--- src/rtl/l2_arb_pkg.sv ---
// Shared types and helpers for the L2 tag-RAM arbiter.
// Contents: FSM state encoding, thread op codes, access source
// encoding, a one-hot way decoder and the tree-PLRU victim function.
package l2_arb_pkg;

  typedef enum logic [1:0] {
    ST_IDLE = 2'd0,
    ST_ACC1 = 2'd1,
    ST_ACC2 = 2'd2,
    ST_RESP = 2'd3
  } state_t;

  typedef enum logic {
    OP_LOOKUP = 1'b0,
    OP_WB     = 1'b1
  } op_t;

  typedef enum logic [1:0] {
    SRC_NONE = 2'd0,
    SRC_THR  = 2'd1,
    SRC_MEM  = 2'd2
  } src_t;

  function automatic logic [3:0] onehot4(input logic [1:0] way);
    return 4'b0001 << way;
  endfunction

  // Tree PLRU: bit0 picks the half, bit1/bit2 pick inside the low/high half.
  function automatic logic [1:0] plru_victim(input logic [2:0] plru);
    if (plru[0]) return plru[2] ? 2'd3 : 2'd2;
    else         return plru[1] ? 2'd1 : 2'd0;
  endfunction

endpackage

--- src/rtl/l2_rr_arb4.sv ---
// Combinational 4-input round-robin picker.
// Ports: req  - request vector
//        ptr  - highest-priority requester this round
//        gnt  - one-hot winner (zero when nothing requests)
//        valid- any request present
module l2_rr_arb4 (
  input  logic [3:0] req,
  input  logic [1:0] ptr,
  output logic [3:0] gnt,
  output logic       valid
);

  logic [7:0] dbl;
  logic [3:0] rot;
  logic [1:0] off;
  logic [1:0] win;

  // Rotate so that req[ptr] lands at bit 0, take the lowest set bit,
  // then rotate the winner back; the 2-bit add gives the 3->0 wrap.
  always_comb begin
    dbl   = {req, req} >> ptr;
    rot   = dbl[3:0];
    off   = 2'd0;
    for (int k = 3; k >= 0; k--) begin
      if (rot[k]) off = 2'(k);
    end
    win   = ptr + off;
    valid = |req;
    gnt   = valid ? (4'b0001 << win) : 4'b0000;
  end

endmodule

--- src/rtl/l2_tag_arb.sv ---
// Arbiter/sequencer for the shared 4-way L2 tag/PLRU/dirty/thread RAM port.
// Four per-thread L1 requesters (lookup or writeback) and the memory refill
// path compete; each granted access drives the RAM strobes for two cycles,
// then a RESP cycle pulses done (visible the cycle after) and, for lookups,
// latches tags, dirty bits and the PLRU victim.
// Ports: clk/rst (async, active-low); thr_* per-thread request bundle;
//        mem_* refill request bundle; tag_rd/plru_rd/dirty_rd RAM read data;
//        thr_gnt/mem_gnt and thr_done/mem_done pulses; blk_*/wd_*/index_*/
//        tag_wd_*/thread_* RAM control; rsp_tags/rsp_dirty/victim_way results.
module l2_tag_arb
  import l2_arb_pkg::*;
#(
  parameter int MEM_MAX_CONSEC = 4,
  parameter int IDX_W          = 9,
  parameter int TAG_W          = 18
) (
  input  logic                 clk,
  input  logic                 rst,
  input  logic [3:0]           thr_req,
  input  logic [3:0]           thr_op,
  input  logic [4*IDX_W-1:0]   thr_index,
  input  logic [7:0]           thr_way,
  input  logic [4*TAG_W-1:0]   thr_tag,
  input  logic                 mem_req,
  input  logic [IDX_W-1:0]     mem_index,
  input  logic [1:0]           mem_way,
  input  logic [TAG_W-1:0]     mem_tag,
  input  logic [1:0]           mem_thread,
  input  logic [4*TAG_W-1:0]   tag_rd,
  input  logic [2:0]           plru_rd,
  input  logic [3:0]           dirty_rd,
  output logic [3:0]           thr_gnt,
  output logic                 mem_gnt,
  output logic [3:0]           thr_done,
  output logic                 mem_done,
  output logic [3:0]           blk_re,
  output logic [3:0]           blk_we_l2,
  output logic [3:0]           blk_we_mem,
  output logic                 wd_from_l1_en,
  output logic                 wd_from_mem_en,
  output logic [IDX_W-1:0]     index_l2,
  output logic [IDX_W-1:0]     index_mem,
  output logic [TAG_W-1:0]     tag_wd_l2,
  output logic [TAG_W-1:0]     tag_wd_mem,
  output logic [1:0]           thread_l2,
  output logic [1:0]           thread_mem,
  output logic [4*TAG_W-1:0]   rsp_tags,
  output logic [3:0]           rsp_dirty,
  output logic [1:0]           victim_way
);

  localparam int              CNT_W   = $clog2(MEM_MAX_CONSEC + 1);
  localparam logic [CNT_W-1:0] CNT_MAX = CNT_W'(MEM_MAX_CONSEC);

  state_t           state;
  src_t             cur_src;
  op_t              cur_op;
  logic [1:0]       cur_thr;
  logic [1:0]       ptr;
  logic [CNT_W-1:0] mem_cnt;

  logic [3:0] rr_gnt;
  logic       rr_valid;
  logic [1:0] win;
  logic       thr_pend;
  logic       mem_ok;
  logic       grant_mem;
  logic       grant_thr;

  l2_rr_arb4 u_rr (
    .req   (thr_req),
    .ptr   (ptr),
    .gnt   (rr_gnt),
    .valid (rr_valid)
  );

  always_comb begin
    win = 2'd0;
    for (int i = 0; i < 4; i++) begin
      if (rr_gnt[i]) win = 2'(i);
    end
  end

  // Memory wins ties unless it has already taken MEM_MAX_CONSEC grants in a
  // row while threads were waiting.
  assign thr_pend  = |thr_req;
  assign mem_ok    = mem_req && (!thr_pend || (mem_cnt < CNT_MAX));
  assign grant_mem = (state == ST_IDLE) && mem_ok;
  assign grant_thr = (state == ST_IDLE) && !mem_ok && rr_valid;

  always_ff @(posedge clk or negedge rst) begin
    if (!rst) begin
      state          <= ST_IDLE;
      cur_src        <= SRC_NONE;
      cur_op         <= OP_LOOKUP;
      cur_thr        <= 2'd0;
      ptr            <= 2'd0;
      mem_cnt        <= '0;
      thr_gnt        <= 4'd0;
      mem_gnt        <= 1'b0;
      thr_done       <= 4'd0;
      mem_done       <= 1'b0;
      blk_re         <= 4'd0;
      blk_we_l2      <= 4'd0;
      blk_we_mem     <= 4'd0;
      wd_from_l1_en  <= 1'b0;
      wd_from_mem_en <= 1'b0;
      index_l2       <= '0;
      index_mem      <= '0;
      tag_wd_l2      <= '0;
      tag_wd_mem     <= '0;
      thread_l2      <= 2'd0;
      thread_mem     <= 2'd0;
      rsp_tags       <= '0;
      rsp_dirty      <= 4'd0;
      victim_way     <= 2'd0;
    end else begin
      thr_gnt  <= 4'd0;
      mem_gnt  <= 1'b0;
      thr_done <= 4'd0;
      mem_done <= 1'b0;

      if (grant_mem && thr_pend) begin
        mem_cnt <= (mem_cnt == CNT_MAX) ? CNT_MAX : mem_cnt + 1'b1;
      end else if (grant_thr || !thr_pend) begin
        mem_cnt <= '0;
      end

      case (state)
        ST_IDLE: begin
          if (grant_mem) begin
            state          <= ST_ACC1;
            cur_src        <= SRC_MEM;
            mem_gnt        <= 1'b1;
            wd_from_mem_en <= 1'b1;
            blk_we_mem     <= onehot4(mem_way);
            index_mem      <= mem_index;
            tag_wd_mem     <= mem_tag;
            thread_mem     <= mem_thread;
          end else if (grant_thr) begin
            state     <= ST_ACC1;
            cur_src   <= SRC_THR;
            cur_op    <= op_t'(thr_op[win]);
            cur_thr   <= win;
            ptr       <= win + 2'd1;
            thr_gnt   <= rr_gnt;
            index_l2  <= thr_index[win*IDX_W +: IDX_W];
            thread_l2 <= win;
            if (thr_op[win] == OP_WB) begin
              wd_from_l1_en <= 1'b1;
              blk_we_l2     <= onehot4(thr_way[win*2 +: 2]);
              tag_wd_l2     <= thr_tag[win*TAG_W +: TAG_W];
            end else begin
              blk_re <= 4'hF;
            end
          end
        end
        ST_ACC1: state <= ST_ACC2;
        ST_ACC2: begin
          state          <= ST_RESP;
          blk_re         <= 4'd0;
          blk_we_l2      <= 4'd0;
          blk_we_mem     <= 4'd0;
          wd_from_l1_en  <= 1'b0;
          wd_from_mem_en <= 1'b0;
          index_l2       <= '0;
          index_mem      <= '0;
          tag_wd_l2      <= '0;
          tag_wd_mem     <= '0;
          thread_l2      <= 2'd0;
          thread_mem     <= 2'd0;
        end
        ST_RESP: begin
          state <= ST_IDLE;
          if (cur_src == SRC_MEM) mem_done <= 1'b1;
          else                    thr_done <= onehot4(cur_thr);
          if (cur_src == SRC_THR && cur_op == OP_LOOKUP) begin
            rsp_tags   <= tag_rd;
            rsp_dirty  <= dirty_rd;
            victim_way <= plru_victim(plru_rd);
          end
        end
        default: state <= ST_IDLE;
      endcase
    end
  end

endmodule

--- config.mk ---
export PLATFORM = sky130hd
export DESIGN_NAME = l2_tag_arb
export DESIGN_NICKNAME = d
export VERILOG_FILES = /design/src/rtl/l2_arb_pkg.sv /design/src/rtl/l2_rr_arb4.sv /design/src/rtl/l2_tag_arb.sv
export SDC_FILE = /design/constraint.sdc
export NUM_CORES = 1
export LEC_CHECK = 0
export CELL_PAD_IN_SITES_DETAIL_PLACEMENT = 1
export CELL_PAD_IN_SITES_GLOBAL_PLACEMENT = 1
export CORE_AREA = 2 2 154 156
export DETAILED_ROUTE_END_ITERATION = 6
export DIE_AREA = 0 0 156 158
export DONT_BUFFER_PORTS = 1
export GPL_TIMING_DRIVEN = 1
export HOLD_SLACK_MARGIN = 0.05
export PLACE_DENSITY = 0.54
export SLEW_MARGIN = 5
export SYNTH_ARGS = -nofsm -noshare
export SYNTH_HDL_FRONTEND = slang
export SYNTH_SLANG_ARGS = --single-unit
--- constraint.sdc ---
create_clock -name clk -period 6.7 [get_ports clk]
set_input_delay 0.335 -clock clk [delete_from_list [all_inputs] [get_ports clk]]
set_output_delay 0.335 -clock clk [all_outputs]
set_load 0.02 [all_outputs]
**After elaboration in Yosys (flattened, before gate mapping)**

Cells that the tools add are included.

- Flip-flop bits (word level): 172
- Input bits: 237
- Output and inout port bits: 160
- Word-level logic and storage cells: 136

- Add/sub/neg operators: 3
- Multipliers: 2
- Magnitude comparators: 2
- Eq/ne operators: 12
- Shifts and indexed selects: 8
- Multiplexer cells: 61
- Bitwise logic cells: 2
- Reduce and logical (&&, ||, !) cells: 22

Operators with widths:

| cell | count |
|---|---|
| two-way mux 18 bit | 4 |
| case mux 18 bit (2 select lines) | 2 |
| variable part select 72 x 8 -> 18 bit | 1 |
| two-way mux 4 bit | 13 |
| case mux 9 bit (2 select lines) | 2 |
| variable part select 36 x 7 -> 9 bit | 1 |
| two-way mux 9 bit | 3 |
| two-way mux 2 bit | 13 |
| case mux 4 bit (2 select lines) | 3 |
| left shift 1 x 2 -> 4 bit (first input constant) | 4 |
| multiplier 2 x 4 -> 6 bit (second input constant) | 2 |
| two-way mux 1 bit | 12 |
| two-way mux 3 bit | 3 |
| != test 2 bit (second input constant) | 4 |
| case mux 2 bit (2 select lines) | 2 |
| case mux 2 bit (4 select lines) | 1 |
| AND reduction 4 bit | 2 |
| variable part select 8 x 4 -> 2 bit | 1 |
| >> shifter 8 x 2 -> 4 bit | 1 |
| equality test 2 bit (second input constant) | 3 |
| logical AND 1 bit | 6 |
| AND reduction 2 bit | 3 |
| AND reduction 3 bit | 2 |
| nonzero test 2 bit | 3 |
| other kinds (16) | 21 |

**Depth between registers and ports, before layout**

- Word-level depth: 17
- Mapped depth: 16
- Depth with buffers taken out: 13

**Cells and area by module**

Synthesis repeated with hierarchy kept, for this count alone.

- Cells, all modules: 596
- Area, all modules: 7,734.9 um^2

Modules (own cells, without submodules):

| module | times used | cells an instance | area an instance (um^2) | seq. area each (um^2) |
|---|---|---|---|---|
| l2_tag_arb | 1 | 560 | 7,453.4 | 4,229.1 |
| l2_rr_arb4 | 1 | 36 | 281.5 | 0.0 |

**Worst setup path after synthesis**

Ideal clock, no wire load.

- Kind: flip-flop to flip-flop
- Start: register ptr[1]
- End: register blk_we_l2[3]
- Setup time: 0.122 ns
- Data arrival time: 2.791 ns
- Data required time: 6.578 ns
- Slack: 3.788 ns
- Cell stages (with the launch flop): 16
- Path buffers: 2
- Clock period less this slack: 2.912 ns
- Cell sequence: dfrtp_1 > buf_2 > inv_1 > nand2_1 > a21oi_1 > nor2_1 > a21oi_1 > a21oi_1 > ha_1 > xnor2_1 > nor2_1 > mux2i_4 > buf_4 > mux2i_1 > mux2i_4 > a32o_1

- Longest elaborated chain between the ends: 17
- Elaborated cells on any way between the ends: 21
- Those cells by class: add/sub: 1; eq/ne: 1; shift: 4; mux: 14; reduce/logical: 1

RTL lines:

| item | RTL line | RTL |
|---|---|---|
| from (decl) | l2_tag_arb.sv:59 | `logic [1:0] ptr;` |
| from (signal assigned) | l2_tag_arb.sv:145 | `ptr <= win + 2'd1;` |
| >> shifter 8 x 2 -> 4 bit | l2_rr_arb4.sv:21 | `dbl = {req, req} >> ptr;` |
| two-way mux 2 bit (4 in a row) | l2_rr_arb4.sv:25 | `if (rot[k]) off = 2'(k);` |
| adder 2 bit (*) | l2_rr_arb4.sv:27 | `win = ptr + off;` |
| left shift 1 x 2 -> 4 bit (*) | l2_rr_arb4.sv:29 | `gnt = valid ? (4'b0001 << win) : 4'b0000;` |
| two-way mux 4 bit (*) | l2_rr_arb4.sv:29 |  |
| two-way mux 1 bit | l2_tag_arb.sv:80 | `if (rr_gnt[i]) win = 2'(i);` |
| two-way mux 2 bit | l2_tag_arb.sv:80 |  |
| two-way mux 2 bit (*) | l2_tag_arb.sv:80 |  |
| variable part select 8 x 4 -> 2 bit | l2_tag_arb.sv:151 | `blk_we_l2 <= onehot4(thr_way[win*2 +: 2]);` |
| left shift 1 x 2 -> 4 bit | l2_arb_pkg.sv:25 | `return 4'b0001 << way;` |
| two-way mux 4 bit | l2_tag_arb.sv:149 | `if (thr_op[win] == OP_WB) begin` |
| two-way mux 4 bit | l2_tag_arb.sv:140 | `end else if (grant_thr) begin` |
| two-way mux 4 bit | l2_tag_arb.sv:131 | `if (grant_mem) begin` |
| case mux 4 bit (2 select lines) | l2_tag_arb.sv:129 | `case (state)` |
| to (signal assigned) | l2_tag_arb.sv:151 |  |
| to (decl) | l2_tag_arb.sv:37 | `output logic [3:0] blk_we_l2,` |

Mark *: on every way between the ends. The rest lies on a longest branch, timed or not. The select of a mux whose other input is x is not followed.
A chain may end at the register's enable or synchronous reset.

**Worst setup path in the final report**

- Start: register ptr[1]
- End: register tag_wd_l2[9]

- Longest elaborated chain between the ends: 17
- Elaborated cells on any way between the ends: 21
- Those cells by class: add/sub: 1; mul: 1; eq/ne: 1; shift: 3; mux: 14; reduce/logical: 1

RTL lines:

| item | RTL line | RTL |
|---|---|---|
| >> shifter 8 x 2 -> 4 bit | l2_rr_arb4.sv:21 |  |
| two-way mux 2 bit (4 in a row) | l2_rr_arb4.sv:25 |  |
| adder 2 bit (*) | l2_rr_arb4.sv:27 |  |
| left shift 1 x 2 -> 4 bit (*) | l2_rr_arb4.sv:29 |  |
| two-way mux 4 bit (*) | l2_rr_arb4.sv:29 |  |
| two-way mux 1 bit | l2_tag_arb.sv:80 |  |
| two-way mux 2 bit | l2_tag_arb.sv:80 |  |
| two-way mux 2 bit (*) | l2_tag_arb.sv:80 |  |
| multiplier 2 x 4 -> 6 bit | l2_tag_arb.sv:152 | `tag_wd_l2 <= thr_tag[win*TAG_W +: TAG_W];` |
| variable part select 72 x 8 -> 18 bit | l2_tag_arb.sv:152 |  |
| two-way mux 18 bit | l2_tag_arb.sv:149 |  |
| two-way mux 18 bit | l2_tag_arb.sv:140 |  |
| two-way mux 18 bit | l2_tag_arb.sv:131 |  |
| case mux 18 bit (2 select lines) | l2_tag_arb.sv:129 |  |
| to (signal assigned) | l2_tag_arb.sv:152 |  |
| to (decl) | l2_tag_arb.sv:43 | `output logic [TAG_W-1:0] tag_wd_l2,` |

Marks and branches as above.

==> summary.md <==
| Metric | Value |
|---|---|
| Status | completed |
| Root Driver | clkbuf_16 |
| Die Wd | 156 um |
| Sequential share of power | 0.466 |
| NumNets Final | 830 |
| RSZ-0062 raised after global routing | false |
| Max Buffers Root-to-Sink | 2 |
| GR Overflow Total | 0 |
| I/O pin count | 397 |
| Crit path capture | tag_wd_l2[9]$_DFFE_PN0P_ |
| Port Buffer Count | 0 |
| Drt first pass iters | 4 |
| Post-Syn Area | 0.00730 sq mm |
| Pint | 2.81 mW |
| Pwr dens | 526 mW/mm^2 |
| Mean post-synth cell area | 14.8 sq um |
| Synth Register Bits | 169 |
| Core area | 0.0231 sq mm |
| Routed Antenna Nets | 0 |
| Post-Route Utilization | 0.401 |
| Slew margin rel. | 0.127 |
| Final period demand of the worst path | 4.02 ns |
| H-tree depth | 4 |
| Leak | 4.04 nW |
| Fin worst setup slack | 2.68 ns |
| Worst EP arrival | 4.38 ns |
| Slew Viols, Final | 0 |
| Area grow syn2layout | 26.4% |
| Sink Count | 169 |
| Element type at the critical path start | flop |
| Skew final | 0.0134 ns |
| Worst Setup SP | ptr[1]$_DFFE_PN0P_ |
| Sw Pwr | 2.04 mW |
| Largest net degree at the start of global routing | 170 |
| Clock latency on the worst-skew pair | 0.43 ns |
| Cell Count, Final, Fillers Out | 893 |
| Fmax | 0.249 GHz |
| Pwr Total | 4.86 mW |
| Die height | 158 um |
| First-pass GRT wire length | 30000 um |
| Crit path required time | 7.07 ns |
| Remaining DRCs | 0 |
| Final hold vios | 0 |
| Top-area cell type share of the netlist area | 0.579 |
| Via Count | 4619 |
| CP Class | reg2reg |
| IR Drop Worst-Case VDD | 249 uV |
| DR iter-0 viols | 161 |
| Dpl ws | 2.60 ns |
| Clock tree from TritonCTS | done |
| Die Area | 0.0246 sq mm |
| Hold crit path type | in2reg |
| Rows | 56 |
| Cells after Synth | 492 |
| Detailed placer's ending HPWL | 13900 um |
| Vias in the first global route | 5217 |
| Crit Path Max Fanout | 31 |
| Starting Density | 0.317 |
| Synth warn | 0 |
| Layout cells sized above 1 | 0.260 |
| Synth area leader | dfrtp_1 |
| Final wirelength | 20600 um |
| Reg2Reg Launch Point | ptr[1]$_DFFE_PN0P_ |
| R2R cell count | 13 |
| DR vias/cell | 5.17 |
| Antenna violations before repair | 3 |
| Critical Path End Type | flop |
| Most used DFF post-synth | dfrtp_1 |
| Placed cell count | 751 |
| Global Route Usage Sum | 0.161 |
| Final setup TNS | 0 ns |
| EDFF count, synth | 0 |
| Clk pwr share | 0.209 |
| Syn_nets | 735 |
| Final setup fails | 0 |
| Ys async rst share | 1.00 |
| RR Endpoint | tag_wd_l2[9]$_DFFE_PN0P_ |
| Crit share post-route | 0.599 |
| Switching portion of total power | 0.421 |
| Sequential element share of the synthesized area | 0.579 |
| Clock Pin Slew Worst Setup and Hold Paths | 0.08 ns |
| Design area | 0.00923 sq mm |
| Placed inst area | 0.00751 sq mm |
| Netlist cell types | 42 |
| Combinational share of power | 0.325 |
| Largest cells by area after synthesis | dfrtp_1, mux2_2, mux4_2 |
| R2r setup slk | 2.68 ns |
| GP Congestion | 0.776 |
| Worst hold slack | 0.0651 ns |
| Worst Max-Slew Pin Slew | 1.30 ns |
| Cts bufs inserted | 17 |
| Routed len/inst | 23.1 um |
| Max-Cap Viols | 0 |
[per-layer routing]
metal / routed length [um] / global-route usage / up-vias
met1: 7280 / 0.167 / 2314
met3: 1870 / 0.0600 / 22
li1: - / - / 2025
met4: 450 / 0.0612 / 0
met5: 0 / 0 / -
met2: 11000 / 0.297 / 258
[synth_stat cells, types with 2 or more instances]
| cell type | count |
|---|---|
| a21o_1 | 2 |
| a21oi_1 | 9 |
| a22o_1 | 59 |
| a32o_1 | 3 |
| and3_1 | 3 |
| buf_2 | 10 |
| buf_4 | 6 |
| buf_6 | 4 |
| clkbuf_1 | 13 |
| dfrtp_1 | 169 |
| ha_1 | 6 |
| inv_1 | 10 |
| mux2_2 | 80 |
| mux2i_1 | 9 |
| mux2i_4 | 2 |
| mux4_2 | 27 |
| nand2_1 | 20 |
| nand2b_1 | 3 |
| nand3_1 | 2 |
| nor2_1 | 13 |
| nor2b_1 | 5 |
| nor3_1 | 6 |
| nor3b_1 | 3 |
| nor4_1 | 2 |
| o21ai_0 | 5 |
| o2bb2ai_1 | 2 |
| o31ai_1 | 3 |
| xnor2_1 | 2 |
[critical path: stages (launching register included)]
cell and delay, ns:
dfrtp_1 0.47, inv_1 0.17, nand2_1 0.09, a21oi_1 0.16, nor2_1 0.06, a21oi_1 0.11, a21oi_1 0.08, ha_1 0.20
xnor2_1 0.43, nor2_1 0.14, mux2i_4 0.93, mux2i_2 0.26, o22ai_4 0.60, a22o_1 0.26
[cell families after synthesis]
logic type / share of synthesized area
fa+ha+maj: 0.0103
mux: 0.227
xor+xnor: 0.00463
compound gates: 0.104
buf+inv: 0.0315
simple gates: 0.0432
flops: 0.579
[sequential cells by signal, summed over array words and instances (netlist names), 2 cells and up]
signal	cells
rsp_tags	72
tag_wd_l2	18
tag_wd_mem	18
index_l2	9
index_mem	9
blk_we_l2	4
blk_we_mem	4
rsp_dirty	4
thr_done	4
thr_gnt	4
mem_cnt	3
cur_src	2
cur_thr	2
ptr	2
state	2
thread_l2	2
thread_mem	2
victim_way	2
[layout make-up]
cell class | instances | area [sq um]
Tap cell | 290 | 363
Clock buffer | 17 | 425
Multi-Input combinational cell | 279 | 2860
Timing Repair Buffer | 110 | 1110
Antenna cell | 3 | 7.51
Sequential cell | 169 | 4230
Fill cell | 2309 | 13800
Clock inverter | 15 | 200
Inverter | 10 | 37.5
[cell usage in the layout (no fill, tap or decap), drive strengths merged, types with 2 or more instances in the layout]
cell / instances
diode: 3
mux2i: 12
dfrtp: 169
nor3: 6
nor3b: 3
xnor2: 3
a21o: 2
nand2b: 4
o21ai: 5
a32o: 3
mux2: 80
nand2: 20
a21oi: 9
clkinv: 8
nand3: 2
buf: 4
nor2: 13
dlygate4sd3: 106
a22o: 59
nor2b: 5
ha: 6
nor4: 2
o31ai: 3
o2bb2ai: 2
and3: 3
mux4: 27
clkbuf: 17
inv: 16
[how the worst min path moves through the flow]
stage                            start                          to  cells after the start  slack [ns]
final                      mem_tag[17]  tag_wd_mem[17]$_DFFE_PN0P_                      1        0.07
after global routing        mem_way[1]   blk_we_mem[3]$_DFFE_PN0P_                      1        0.05
after CTS                 mem_index[0]    index_mem[0]$_DFFE_PN0P_                      1        0.05
after detailed placement           rst    rsp_tags[31]$_DFFE_PN0P_                      0        0.04
after global placement             rst    rsp_tags[31]$_DFFE_PN0P_                      0        0.04
after floorplan                    rst       blk_re[2]$_DFFE_PN0P_                      0        0.04
[power by group through the flow]
| stage | clock network, mW | logic, mW | registers, mW |
|---|---|---|---|
| CTS | 1.06 | 1.60 | 2.26 |
| detailed placement | 0 | 1.53 | 2.28 |
| finish | 1.02 | 1.58 | 2.26 |
| global placement | 0 | 1.46 | 2.28 |
| floorplan | 0 | 1.35 | 2.12 |
| global route | 1.11 | 1.75 | 2.32 |
[repair_timing]
action / in CTS / in global routing
gates resized for setup: 0 / 0
buffers inserted: 0 / 0
setup endpoints to repair: 0 / 0
endpoints found under the hold margin: 272 / 2
hold buffers: 105 / 2
No activity file was read; power rests on OpenSTA's default activity.
